$ cat src/rtl/cache_block_transfer_ctrl_if.sv
// Bundle of request-side, cache-way and memory-bus signals for cache_block_transfer_ctrl.
// master = the controller's view, slave = the cache/memory environment's view.
interface cache_block_transfer_ctrl_if #(
    parameter int TAGBITS = 14
);
    // request side (hit/miss logic)
    logic               Req;
    logic [31:0]        ReqA;
    logic               Busy;
    logic               Done;

    // cache way
    logic               WayRV;
    logic               WayDirty;
    logic [TAGBITS-1:0] WayRTag;
    logic [127:0]       WayRD;
    logic               WayWE;
    logic               WayDirtyIn;
    logic [31:0]        WayA;
    logic [31:0]        WayWD;
    logic [3:0]         WayByteMask;

    // next-level memory bus
    logic               MemReq;
    logic               MemWrite;
    logic [31:0]        MemA;
    logic [31:0]        MemWD;
    logic [31:0]        MemRD;
    logic               MemReady;

    modport master (
        input  Req, ReqA,
        output Busy, Done,
        input  WayRV, WayDirty, WayRTag, WayRD,
        output WayWE, WayDirtyIn, WayA, WayWD, WayByteMask,
        output MemReq, MemWrite, MemA, MemWD,
        input  MemRD, MemReady
    );

    modport slave (
        output Req, ReqA,
        input  Busy, Done,
        output WayRV, WayDirty, WayRTag, WayRD,
        input  WayWE, WayDirtyIn, WayA, WayWD, WayByteMask,
        input  MemReq, MemWrite, MemA, MemWD,
        output MemRD, MemReady
    );
endinterface

$ cat src/rtl/cache_block_transfer_ctrl.sv
// Miss controller: optional dirty-victim writeback, then word-serial block fill into one cache way.
// Build option: define CACHE_BLOCK_TRANSFER_CWF_EN to start the fill at the requested word.
module cache_block_transfer_ctrl #(
    parameter int LINES   = 16384,
    parameter int TAGBITS = 14
) (
    input  logic                      clk,
    input  logic                      reset,
    cache_block_transfer_ctrl_if.master bus
);
    localparam int SETBITS = $clog2(LINES);

    typedef enum logic [1:0] {
        IDLE      = 2'd0,
        WRITEBACK = 2'd1,
        FILL      = 2'd2,
        DONE      = 2'd3
    } state_t;

    state_t             state_reg;
    logic [1:0]         beat_reg;
    logic [1:0]         start_reg;
    logic [TAGBITS-1:0] vtag_reg;
    logic [TAGBITS-1:0] rtag_reg;
    logic [SETBITS-1:0] set_reg;
    logic [127:0]       victim_reg;
    logic               busy_reg;
    logic               done_reg;
    logic               mem_req_reg;
    logic               mem_write_reg;

    logic [31:0]        victim_word [4];
    logic [1:0]         beat_inc;
    logic [1:0]         start_word;
    logic               victim_dirty;
    logic [31:0]        wb_addr;
    logic [31:0]        fill_addr;

    genvar gi;
    generate
        for (gi = 0; gi < 4; gi++) begin : g_victim_word
            assign victim_word[gi] = victim_reg[32*gi +: 32];
        end
    endgenerate

`ifdef CACHE_BLOCK_TRANSFER_CWF_EN
    assign start_word = bus.ReqA[3:2];
`else
    assign start_word = 2'd0;
`endif

    // A dirty bit on an invalid line carries no data worth saving.
    assign victim_dirty = bus.WayRV & bus.WayDirty;
    assign beat_inc     = beat_reg + 2'd1;
    assign wb_addr      = {vtag_reg, set_reg, beat_reg, 2'b00};
    assign fill_addr    = {rtag_reg, set_reg, beat_reg, 2'b00};

    assign bus.Busy     = busy_reg;
    assign bus.Done     = done_reg;
    assign bus.MemReq   = mem_req_reg;
    assign bus.MemWrite = mem_write_reg;

    // Address/data follow the registered beat counter, so they hold until the beat is accepted.
    always_comb begin
        bus.MemA        = 32'd0;
        bus.MemWD       = 32'd0;
        bus.WayA        = bus.ReqA;
        bus.WayWE       = 1'b0;
        bus.WayWD       = 32'd0;
        bus.WayByteMask = 4'h0;
        bus.WayDirtyIn  = 1'b0;
        case (state_reg)
            WRITEBACK: begin
                bus.MemA  = wb_addr;
                bus.MemWD = victim_word[beat_reg];
            end
            FILL: begin
                bus.MemA = fill_addr;
                bus.WayA = fill_addr;
                if (bus.MemReady) begin
                    bus.WayWE       = 1'b1;
                    bus.WayWD       = bus.MemRD;
                    bus.WayByteMask = 4'hF;
                end
            end
            default: ;
        endcase
    end

    always_ff @(posedge clk or posedge reset) begin
        if (reset) begin
            state_reg     <= IDLE;
            beat_reg      <= 2'd0;
            start_reg     <= 2'd0;
            vtag_reg      <= '0;
            rtag_reg      <= '0;
            set_reg       <= '0;
            victim_reg    <= '0;
            busy_reg      <= 1'b0;
            done_reg      <= 1'b0;
            mem_req_reg   <= 1'b0;
            mem_write_reg <= 1'b0;
        end else begin
            case (state_reg)
                IDLE: begin
                    if (bus.Req) begin
                        victim_reg  <= bus.WayRD;
                        vtag_reg    <= bus.WayRTag;
                        rtag_reg    <= bus.ReqA[31:32-TAGBITS];
                        set_reg     <= bus.ReqA[SETBITS+3:4];
                        start_reg   <= start_word;
                        busy_reg    <= 1'b1;
                        mem_req_reg <= 1'b1;
                        if (victim_dirty) begin
                            state_reg     <= WRITEBACK;
                            mem_write_reg <= 1'b1;
                            beat_reg      <= 2'd0;
                        end else begin
                            state_reg     <= FILL;
                            mem_write_reg <= 1'b0;
                            beat_reg      <= start_word;
                        end
                    end
                end
                WRITEBACK: begin
                    if (bus.MemReady) begin
                        if (beat_reg == 2'd3) begin
                            state_reg     <= FILL;
                            mem_write_reg <= 1'b0;
                            beat_reg      <= start_reg;
                        end else begin
                            beat_reg <= beat_inc;
                        end
                    end
                end
                FILL: begin
                    if (bus.MemReady) begin
                        beat_reg <= beat_inc;
                        // Four beats have gone once the counter wraps back to the start word.
                        if (beat_inc == start_reg) begin
                            state_reg   <= DONE;
                            mem_req_reg <= 1'b0;
                            done_reg    <= 1'b1;
                        end
                    end
                end
                DONE: begin
                    state_reg <= IDLE;
                    busy_reg  <= 1'b0;
                    done_reg  <= 1'b0;
                end
                default: state_reg <= IDLE;
            endcase
        end
    end
endmodule

$ cat src/flat_wrapper.sv
// flat-port wrapper written by rule: the top's interface ports become plain ports
module cache_block_transfer_ctrl_flat 
#(
    parameter int LINES   = 16384,
    parameter int TAGBITS = 14
)
  (clk, reset, bus_Req, bus_ReqA, bus_Busy, bus_Done, bus_WayRV, bus_WayDirty, bus_WayRTag, bus_WayRD, bus_WayWE, bus_WayDirtyIn, bus_WayA, bus_WayWD, bus_WayByteMask, bus_MemReq, bus_MemWrite, bus_MemA, bus_MemWD, bus_MemRD, bus_MemReady);
  cache_block_transfer_ctrl_if #(.TAGBITS(TAGBITS)) bus_i ();
  input  logic clk;
  input  logic reset;
  input wire logic [$bits(bus_i.Req)-1:0] bus_Req;
  input wire logic [$bits(bus_i.ReqA)-1:0] bus_ReqA;
  output wire logic [$bits(bus_i.Busy)-1:0] bus_Busy;
  output wire logic [$bits(bus_i.Done)-1:0] bus_Done;
  input wire logic [$bits(bus_i.WayRV)-1:0] bus_WayRV;
  input wire logic [$bits(bus_i.WayDirty)-1:0] bus_WayDirty;
  input wire logic [$bits(bus_i.WayRTag)-1:0] bus_WayRTag;
  input wire logic [$bits(bus_i.WayRD)-1:0] bus_WayRD;
  output wire logic [$bits(bus_i.WayWE)-1:0] bus_WayWE;
  output wire logic [$bits(bus_i.WayDirtyIn)-1:0] bus_WayDirtyIn;
  output wire logic [$bits(bus_i.WayA)-1:0] bus_WayA;
  output wire logic [$bits(bus_i.WayWD)-1:0] bus_WayWD;
  output wire logic [$bits(bus_i.WayByteMask)-1:0] bus_WayByteMask;
  output wire logic [$bits(bus_i.MemReq)-1:0] bus_MemReq;
  output wire logic [$bits(bus_i.MemWrite)-1:0] bus_MemWrite;
  output wire logic [$bits(bus_i.MemA)-1:0] bus_MemA;
  output wire logic [$bits(bus_i.MemWD)-1:0] bus_MemWD;
  input wire logic [$bits(bus_i.MemRD)-1:0] bus_MemRD;
  input wire logic [$bits(bus_i.MemReady)-1:0] bus_MemReady;
  assign bus_i.Req = bus_Req;
  assign bus_i.ReqA = bus_ReqA;
  assign bus_Busy = bus_i.Busy;
  assign bus_Done = bus_i.Done;
  assign bus_i.WayRV = bus_WayRV;
  assign bus_i.WayDirty = bus_WayDirty;
  assign bus_i.WayRTag = bus_WayRTag;
  assign bus_i.WayRD = bus_WayRD;
  assign bus_WayWE = bus_i.WayWE;
  assign bus_WayDirtyIn = bus_i.WayDirtyIn;
  assign bus_WayA = bus_i.WayA;
  assign bus_WayWD = bus_i.WayWD;
  assign bus_WayByteMask = bus_i.WayByteMask;
  assign bus_MemReq = bus_i.MemReq;
  assign bus_MemWrite = bus_i.MemWrite;
  assign bus_MemA = bus_i.MemA;
  assign bus_MemWD = bus_i.MemWD;
  assign bus_i.MemRD = bus_MemRD;
  assign bus_i.MemReady = bus_MemReady;
  cache_block_transfer_ctrl #(.LINES(LINES), .TAGBITS(TAGBITS)) u_core (.clk(clk), .reset(reset), .bus(bus_i));
endmodule
$ cat config.mk
export PLATFORM = sky130hd
export DESIGN_NAME = cache_block_transfer_ctrl_flat
export DESIGN_NICKNAME = d
export VERILOG_FILES = /design/src/rtl/cache_block_transfer_ctrl_if.sv /design/src/rtl/cache_block_transfer_ctrl.sv /design/src/flat_wrapper.sv
export SDC_FILE = /design/constraint.sdc
export NUM_CORES = 1
export LEC_CHECK = 0
export BUFFER_PORTS_ARGS = -buffer_cell sky130_fd_sc_hd__buf_4
export CORE_ASPECT_RATIO = 1.1
export CORE_MARGIN = 1.5
export CORE_UTILIZATION = 45
export DETAILED_ROUTE_END_ITERATION = 12
export PLACE_DENSITY = 0.74
export REMOVE_ABC_BUFFERS = 1
export SYNTH_ARGS = -nofsm -noshare
export SYNTH_HDL_FRONTEND = slang
export SYNTH_SLANG_ARGS = --single-unit
$ cat constraint.sdc
create_clock -name clk -period 7.5 [get_ports clk]
set_input_delay 0.75 -clock clk [delete_from_list [all_inputs] [get_ports clk]]
set_output_delay 0.75 -clock clk [all_outputs]
set_load 0.03 [all_outputs]
==> flow_summary_export.csv, run 1 <==
group,metric,value,unit
die,start_util,45.65,%
critical_path,cp_cell_sequence,"inv_1 > ha_2 > buf_4 > o21a_1 > and2_1 > buf_4",
worst_hold_path,hp-class,"in -> async",
clock_network,cts_tree,"built",
final_layout,regArea,4457,sq um
final_layout,fin_nets,1207,
critical_path,worst-path-buf-inv,3,
route,avgRoutedWirePerCell,19.38,microns
power,cellPowerDensity,444.3,nW/um^2
global_route,antenna_found_initial,1,
sta,maxSlewHeadroom,26.41,%
power,comb_power_share,51.5,%
job,drv_cap,0,
route,dr_total_vias,6481,
sta,drv_slew,0,
place,placed_cell_area,11910,sq um
yosys,synth_warnings,0,
critical_path,cp.arrival,2.83,ns
yosys,synthTopCellsByArea,"dfrtp_1, mux2_4, mux4_2, mux2_2, and2_1",
global_route,track_usage,22.51,%
place,pre_cts_slack,4.300,ns
critical_path,worstPathMaxFanout,67,
route,ant_nets,0,
power,irDropWorstVdd,0.0001717,V
route,wl,24.32,mm
die,dieArea,21680,sq um
clock_network,cts-resized-gates,0,
place,numPlacedInstances,1222,
place,gp_congestion,0.8474,
clock_network,cts_hold_buf,0,
critical_path,path_delay_family,"buffers and inverters",
die,die_y,154.3,microns
sta,worstMarginPinSlew,1.104,ns
sta,clock.fmax,0.2793,GHz
yosys,yosysSeqAreaShare,47.58,%
clock_network,clk_pin_slew,0.07,ns
global_route,grt_pass1_vias,6802,
yosys,synth.distinct_cells,32,
critical_path,crit_type,"reg -> out",
yosys,yosysTopAreaCellShare,47.58,%
final_layout,num-fill-cells,1703,
route,drt_iter0_drc,260,
clock_network,cts_root_buf,"clkbuf_16",
final_layout,drive_gt1_share,59.72,%
critical_path,slowest_delay,0.55,ns
critical_path,critPathRequiredTime,6.75,ns
global_route,grt_max_degree,77,
route,route.detailed.drc,0,
final_layout,largest_reg_flops,128,
yosys,syn_inst,669,
run_status,status,"finished clean",
sta,finalSetupTns,0,ns
yosys,ys_ff_latch,178,
route,drt-pass1-iter-count,5,
final_layout,final_cell_area,12500,sq um
die,core-area,20510,sq um
critical_path,cpMaxStageDelayCell,"buf_4",
power,total_power,5.556,mW
power,clock_power_share,16.2,%
sta,final.min_clock_period,3.581,ns
clock_network,clock_latency,0.42,ns
final_layout,fin_cells,1255,
final_layout,final_cell_mix,"buf_4, dfrtp_1, mux2_4",
power,p_switching,2.078,mW
sta,hold_viol,0,
yosys,synth.avg_cell_area,13.99,sq um
clock_network,clock_path_buffers,2,
final_layout,final_common_cell,"buf_4",
critical_path,startpoint_type,"flop",
die,io_pins,350,
sta,setup_slack,3.919,ns
clock_network,h-tree-depth,4,
sta,setup_viol,0,
critical_path,ff2ff_path_depth,5,
clock_network,postCtsSetupRepairBufs,0,
sta,finalClockSkew,0.01258,ns
clock_network,cts_sinks,178,
place,dp_hpwl,17.64,mm
power,p_sw_share,37.41,%
sta,finalCritPeriodShare,47.75,%
power,p_leak,6.123,nW
global_route,grt_first_pass_wirelength,37.54,mm
global_route,grt-ovfl-total,0,
clock_network,cts_buffers,17,
final_layout,areaGrowthSynthToFinish,33.57,%
final_layout,utilization,60.98,%
critical_path,crit_top_cell,"buf_4",
place,io_buffers,346,
yosys,syn_area,9361,sq um
critical_path,end_kind,"primary output",
yosys,synth_top_area_cell,"dfrtp_1",
power,p_int,3.477,mW
sta,rsz0062_at_grt,"no",
sta,whs,0.3723,ns
die,num_rows,55,
final_layout,multi_input_area,4410,sq um
critical_path,path_depth,6,
die,die_w,140.5,microns
power,seq_power_share,32.3,%
route,viasPerCell,5.164,
==> metal layers <==
metal  vias up  part of all wire (%)  routed length (microns)  GRT usage [%]
met3        45                   6.7                     1627          6.037
li1       2979                     -                        -              -
met1      3206                    40                     9606          26.48
met2       251                    51                    12300          39.37
met4         0                   3.2                      783          8.730
met5         -                     0                        0              0
==> synth_stat cells, drive strengths merged <==
library cell,instances
o22a,1
mux4,32
ha,10
or4,1
o211ai,2
mux2i,4
o21ba,1
clkbuf,21
nand2,43
o2bb2ai,1
dfrtp,178
inv,20
mux2,174
o21a,1
nor2b,7
and3,33
o32a,1
o22ai,2
and2,49
conb,1
buf,36
nor2,2
o211a,1
o21ai,29
nor3,3
a21boi,15
a22oi,1
==> logic make-up after synthesis <==
group / after synthesis / synth area share, %
buf+inv: 77 / 5.467
mux: 210 / 33.83
fa+ha+maj: 10 / 1.337
other cells: 1 / 0.04006
flops: 178 / 47.58
compound gates: 55 / 3.716
simple gates: 138 / 8.032
==> area by class of cell <==
cell class	count	share of cell area, %
Sequential cell	178	35.64
Clock buffer	20	3.572
Timing Repair Buffer	352	21.13
Clock inverter	12	1.161
Inverter	20	0.6404
Multi-Input combinational cell	416	35.27
Antenna cell	1	0.02001
Tap cell	256	2.562
==> worst reg2reg max path, stage by stage (launching register included) <==
cell and delay, ns:
dfrtp_1 0.44, inv_1 0.18, ha_1 0.27, and2_4 0.58, buf_4 0.93, mux2_2 0.51
==> power by group through the flow <==
stage	clock, mW	sequential, mW	combinational, mW
after floorplan	0	1.70	2.24
after global placement	0	1.78	2.84
after detailed placement	0	1.80	2.89
after CTS	0.918	1.80	2.89
after global routing	0.960	1.86	3.05
final	0.898	1.80	2.86
==> worst paths after layout <==
kind                                          end  slack (ns)           startpoint
min in group clk               u_core.rtag_reg[0]        0.48   u_core.rtag_reg[0]
setup reg to reg           u_core.victim_reg[107]        4.49  u_core.state_reg[1]
setup / recovery                     bus_MemA[15]        3.92  u_core.state_reg[0]
hold reg to reg                u_core.rtag_reg[0]        0.48   u_core.rtag_reg[0]
hold / removal               u_core.victim_reg[0]        0.37                reset
max in group asynchronous  u_core.victim_reg[122]        5.81                reset
(Power assumes the default switching activity.)
==> inputs of run 2 (changes only) <==
--- a/config.mk
+++ b/config.mk
@@ -5,6 +5,7 @@
 export SDC_FILE = /design/constraint.sdc
 export NUM_CORES = 1
 export LEC_CHECK = 0
+export ABC_AREA = 1
 export BUFFER_PORTS_ARGS = -buffer_cell sky130_fd_sc_hd__buf_4
 export CORE_ASPECT_RATIO = 1.1
 export CORE_MARGIN = 1.5
==> constraint.sdc (replaced) <==
create_clock -name clk -period 3.5 [get_ports clk]
set_input_delay 0.35 -clock clk [delete_from_list [all_inputs] [get_ports clk]]
set_output_delay 0.35 -clock clk [all_outputs]
set_load 0.03 [all_outputs]
==> run 2 against run 1 <==
Against the previous run:
- highest routed layer unchanged
- final area decreased by 0.30%
- global-route usage up 2.0 points
- synthesized cell count is 94% higher
- power is 87% higher
- core utilization about the same
- hold slack lost 0.33 ns
- largest power group unchanged
==> flow_summary_export.csv, run 2 <==
group,metric,value,unit
critical_path,cp_cell_sequence,"inv_2 > nand2_1 > nand3_1 > a21oi_1 > buf_4",
final_layout,largest_reg_flops,128,
worst_hold_path,hp-class,"in -> async",
die,die_w,140.2,microns
sta,finalCritPeriodShare,80.75,%
yosys,synth.avg_cell_area,7.194,sq um
sta,maxSlewHeadroom,44.86,%
final_layout,fin_cells,1865,
sta,hold_viol,0,
clock_network,h-tree-depth,4,
critical_path,worstPathMaxFanout,56,
route,drt_iter0_drc,512,
job,drv_cap,0,
critical_path,end_kind,"primary output",
route,ant_nets,0,
final_layout,final_common_cell,"nand2_1",
clock_network,cts_buffers,17,
critical_path,rr_endpoint,"u_core.victim_reg[38]",
sta,rsz0062_at_grt,"no",
clock_network,clock_latency,0.43,ns
sta,clock.fmax,0.3538,GHz
global_route,grt-ovfl-total,0,
critical_path,critPathRequiredTime,3.15,ns
critical_path,ff2ff_path_depth,7,
yosys,yosys-top-cells-count,"nand2_1, inv_1, dfrtp_1",
sta,whs,0.04727,ns
yosys,syn_area,9316,sq um
route,dr_total_vias,8873,
yosys,yosysTopAreaCellShare,47.81,%
final_layout,antenna_cells,0,
critical_path,slowest_delay,0.83,ns
critical_path,cpMaxStageDelayCell,"dfrtp_4",
yosys,ys_ff_latch,178,
yosys,synthTopCellsByArea,"dfrtp_1, nand2_1, o21ai_0, inv_1, nor2_1",
yosys,synth-edff-count,0,
die,die_y,153.9,microns
final_layout,final_cell_mix,"nand2_1, buf_4, inv_1",
clock_network,cts_hold_buf,0,
die,num_rows,55,
final_layout,fin_nets,1819,
place,io_buffers,346,
die,dieArea,21580,sq um
die,core-area,20440,sq um
critical_path,startpoint_type,"flop",
place,dp_hpwl,18.59,mm
yosys,synth.distinct_cells,22,
run_status,status,"finished clean",
critical_path,cp.arrival,2.48,ns
clock_network,cts_root_buf,"clkbuf_16",
sta,worstMarginPinSlew,0.8263,ns
place,numPlacedInstances,1834,
yosys,syn_inst,1295,
clock_network,cts-resized-gates,0,
clock_network,clk_pin_slew,0.07,ns
clock_network,clock_path_buffers,2,
route,viasPerCell,4.758,
sta,drv_slew,0,
critical_path,crit_type,"reg -> out",
yosys,yosysSeqAreaShare,47.81,%
clock_network,cts_tree,"built",
global_route,track_usage,24.47,%
critical_path,cp-startpoint,"u_core.beat_reg[0]",
power,p_leak,6.786,nW
route,avgRoutedWirePerCell,14.15,microns
route,route.detailed.drc,0,
critical_path,r2r-start,"u_core.state_reg[1]",
yosys,async_flop_share,100.0,%
route,drt-pass1-iter-count,5,
clock_network,cts_sinks,178,
place,placed_cell_area,11890,sq um
place,gp_congestion,0.8049,
sta,final.min_clock_period,2.826,ns
yosys,synth_warnings,0,
power,irDropWorstVdd,0.0005190,V
die,start_util,45.58,%
global_route,grt_pass1_vias,8405,
die,io_pins,350,
global_route,antenna_found_initial,0,
final_layout,areaGrowthSynthToFinish,33.82,%
yosys,synth_top_area_cell,"dfrtp_1",
final_layout,final_cell_area,12470,sq um
critical_path,reg2reg_slack,1.10,ns
route,wl,26.40,mm
yosys,synth_flop_cell,"dfrtp_1",
global_route,grt_max_degree,97,
final_layout,drive_gt1_share,25.48,%
clock_network,postCtsSetupRepairBufs,0,
global_route,grt_first_pass_wirelength,42.19,mm
power,cellPowerDensity,834.9,nW/um^2
sta,setup_viol,0,
sta,finalClockSkew,0.01079,ns
yosys,yosysMostFrequentCell,"nand2_1",
## run 2: cell types whose count changed in the layout (fill, tap and decap cells not counted), sizes merged, moves of 7 or more
cell,before,now
a21boi,15,0
a21oi,0,48
and2,49,0
and3,33,0
buf,352,362
inv,26,197
mux2,174,0
mux4,32,0
nand2,43,470
nand3,0,34
nor2,2,113
nor2b,7,0
o21ai,29,165
## run 2: worst max path at each step
stage,slack (ns),cells past startpoint,to
floorplan,-1.68,1,u_core.beat_reg[0]
global placement,1.13,3,bus_WayA[2]
detailed placement,1.11,6,u_core.victim_reg[38]
CTS,0.66,6,bus_MemWD[7]
global route,0.51,6,bus_MemWD[31]
finish,0.67,5,bus_MemWD[31]
## run 2: kinds of logic (layout without fill, tap and decap cells)
family          after synthesis  in the layout  share of synthesized area, %
simple gates                617            617                         25.34
flops                       178            178                         47.81
fa+ha+maj                    10             10                         1.343
other cells                   1              3                       0.04025
compound gates              216            216                         12.13
buf+inv                     273            585                         13.34
## run 2: per-layer routing
layer  routed length (microns)  share of wire (%)  vias to the layer above  global-route usage, %
met5                         0                  0                        -                      0
met4                       529                2.0                        0                  8.521
met3                      1854                7.0                       37                  5.761
met2                     12450                 47                      298                  39.60
met1                     11560                 44                     4038                  32.29
li1                          -                  -                     4500                      -
## run 2: per-stage QoR
step | setup slack, ns | utilization, % | total power [mW] | TNS, ns
6_report | 0.6738 | 61.00 | 10.41 | 0
5_1_grt | 0.5067 | 61.00 | 11.19 | 0
4_1_cts | 0.6560 | 61.00 | 10.47 | 0
3_5_place_dp | 1.105 | 58.16 | 8.523 | 0
3_3_place_gp | 1.127 | 58.16 | 8.404 | 0
2_1_floorplan | -1.680 | - | 6.734 | -299.15
## run 2: area by class of cell
type                            instances  area [sq um]
Clock buffer                           18         429.2
Clock inverter                         13         151.4
Fill cell                            1845          7971
Inverter                              192         730.7
Multi-Input combinational cell        846          3635
Sequential cell                       178          4458
Tap cell                              256         320.3
Timing Repair Buffer                  362          2743
## run 2: critical path: cells and delay by family (launching register included)
kind,cells,cell delay (ns)
AOI/OAI and AO/OA,1,0.24
buffers and inverters,2,0.70
DFF,1,0.83
and+or+nand+nor,2,0.25
## run 2: report_power, final
group          internal (mW)  switching, mW
Combinational           1.69           3.30
Clock                   1.06          0.864
Sequential              3.03          0.461
Total                   5.78           4.63
==> inputs of run 3 (changes only) <==
--- a/config.mk
+++ b/config.mk
@@ -5,13 +5,13 @@
 export SDC_FILE = /design/constraint.sdc
 export NUM_CORES = 1
 export LEC_CHECK = 0
-export ABC_AREA = 1
+export ABC_AREA = 0
 export BUFFER_PORTS_ARGS = -buffer_cell sky130_fd_sc_hd__buf_4
 export CORE_ASPECT_RATIO = 1.1
 export CORE_MARGIN = 1.5
 export CORE_UTILIZATION = 45
 export DETAILED_ROUTE_END_ITERATION = 12
-export PLACE_DENSITY = 0.74
+export PLACE_DENSITY = 0.77
 export REMOVE_ABC_BUFFERS = 1
 export SYNTH_ARGS = -nofsm -noshare
 export SYNTH_HDL_FRONTEND = slang
==> constraint.sdc (replaced) <==
create_clock -name clk -period 2.5 [get_ports clk]
set_input_delay 0.25 -clock clk [delete_from_list [all_inputs] [get_ports clk]]
set_output_delay 0.25 -clock clk [all_outputs]
set_load 0.03 [all_outputs]
==> run 3 against run 2 <==
Against the previous run:
- non-clock buffer count rose by 6
- register-to-register slack got worse by 0.71 ns
- first-iteration DRC count fell by 35%
- highest routed layer unchanged
==> flow_summary_export.csv, run 3 (synthesis results as in run 1) <==
group,metric,value,unit
sta,final.min_clock_period,2.346,ns
final_layout,num-fill-cells,1624,
sta,clock.fmax,0.4262,GHz
route,wl,25.96,mm
route,ant_nets,0,
place,numPlacedInstances,1237,
die,io_pins,350,
final_layout,antenna_cells,0,
clock_network,cts_buffers,17,
clock_network,clk_pin_slew,0.07,ns
die,start_util,45.65,%
final_layout,areaGrowthSynthToFinish,35.83,%
sta,rsz0062_at_grt,"no",
critical_path,startpoint_type,"flop",
worst_hold_path,hp-class,"in -> reg",
clock_network,postCtsSetupRepairBufs,0,
route,drt-pass1-iter-count,4,
critical_path,critPathRequiredTime,2.25,ns
job,drv_cap,0,
sta,worstMarginPinSlew,0.5132,ns
critical_path,ff2ff_path_depth,6,
sta,setup_viol,0,
global_route,grt_max_degree,76,
global_route,grt_first_pass_wirelength,39.30,mm
global_route,grt_pass1_vias,6907,
critical_path,crit_type,"reg -> out",
final_layout,fin_nets,1223,
clock_network,clock_latency,0.42,ns
worst_hold_path,hold_path_end,"u_core.victim_reg[30]",
place,gp_congestion,0.8901,
final_layout,largest_reg_flops,128,
route,dr_total_vias,6575,
run_status,status,"finished clean",
clock_network,cts_root_buf,"clkbuf_16",
critical_path,cp.arrival,2.10,ns
power,cellPowerDensity,1335,nW/um^2
critical_path,worstPathMaxFanout,24,
final_layout,multi_input_area,4412,sq um
final_layout,final_common_cell,"buf_4",
critical_path,r2r-start,"u_core.state_reg[1]",
clock_network,clock_path_buffers,2,
place,dp_hpwl,19.08,mm
clock_network,cts_tree,"built",
die,core-area,20510,sq um
sta,maxSlewHeadroom,65.76,%
power,p_leak,6.218,nW
die,dieArea,21680,sq um
critical_path,reg2reg_slack,0.39,ns
route,route.detailed.drc,0,
worst_hold_path,holdPathStages,2,
sta,finalSetupTns,0,ns
worst_hold_path,min-delay-start,"bus_WayRD[30]",
die,die_w,140.5,microns
place,io_buffers,346,
global_route,track_usage,24.09,%
route,avgRoutedWirePerCell,20.48,microns
route,viasPerCell,5.185,
clock_network,cts_sinks,178,
final_layout,final_cell_mix,"buf_4, dfrtp_1, mux2_4",
global_route,grt-ovfl-total,0,
sta,setup_slack,0.1537,ns
global_route,antenna_found_initial,0,
die,num_rows,55,
place,pre_cts_slack,0.4620,ns
final_layout,drive_gt1_share,60.38,%
sta,drv_slew,0,
sta,finalCritPeriodShare,93.85,%
route,drt_iter0_drc,332,
critical_path,rr_endpoint,"u_core.victim_reg[108]",
sta,finalClockSkew,0.009070,ns
final_layout,regArea,4457,sq um
die,die_y,154.3,microns
final_layout,fin_cells,1268,
power,irDropWorstVdd,0.0005640,V
critical_path,end_kind,"primary output",
clock_network,h-tree-depth,4,
sta,hold_viol,0,
==> run 3: cell count changes in the layout (fill, tap and decap cells not counted), sizes merged, moves of 5 or more <==
cell	change
nand2	-427
o21ai	-136
nand3	-34
mux4	+32
and3	+33
mux2	+174
inv	-173
and2	+49
buf	+5
nor2b	+7
a21boi	+15
nor2	-111
a21oi	-48
==> run 3: layout make-up <==
type / instances / area share, %
flip-flops and latches: 178 / 35.05
multi-input cells: 416 / 34.69
repair buffers: 368 / 22.62
clock buffers: 19 / 3.483
well taps: 256 / 2.519
clock inverters: 11 / 1.004
inverters: 20 / 0.6297
==> run 3: routing by layer <==
metal / vias to the layer above / track usage, % / share of wire [%]
met5: - / 0 / 0
met4: 0 / 8.482 / 2.6
met3: 37 / 8.514 / 8.9
met2: 262 / 40.31 / 49
met1: 3275 / 28.88 / 40
li1: 3001 / - / -
==> run 3: worst max path at each step <==
stage                     slack, ns                 from  cells after the start                     end
final                          0.15  u_core.state_reg[1]                      6            bus_MemA[30]
after global routing           0.02  u_core.state_reg[1]                      6            bus_MemA[30]
after CTS                      0.03  u_core.state_reg[1]                      6            bus_MemA[22]
after detailed placement       0.46  u_core.state_reg[0]                      6  u_core.victim_reg[108]
after global placement         0.53  u_core.state_reg[0]                      5             bus_MemA[2]
after floorplan               -4.31  u_core.state_reg[0]                      4  u_core.victim_reg[102]
==> run 3: power breakdown <==
group | internal [mW] | switching [mW]
Clock | 1.50 | 1.15
Sequential | 4.36 | 0.892
Combinational | 4.73 | 4.35
==> run 3: stage by stage <==
| stage | util, % | instance area, sq um | power, mW | hold slack (ns) |
|---|---|---|---|---|
| after floorplan | - | 8932 | 11.59 | 0.3984 |
| after global placement | 59.12 | 12120 | 14.12 | 0.3331 |
| after detailed placement | 59.12 | 12120 | 14.33 | 0.3397 |
| after CTS | 61.95 | 12700 | 17.07 | 0.03243 |
| after global routing | 62.01 | 12720 | 17.87 | 0.02981 |
| final | 62.01 | 12720 | 16.98 | 0.05231 |
==> run 3: critical path, cell delays in order, from the launching register on <==
cell and delay [ns]:
dfrtp_1 0.44, inv_1 0.18, ha_2 0.26, buf_4 0.29, a22oi_1 0.13, nor2b_1 0.18
buf_4 0.19
==> run 3: repair_timing <==
item,CTS,global route
hold buffers,1,0
gates resized for setup,1,5
setup endpoints to repair,1,11
hold endpoints to repair,51,0
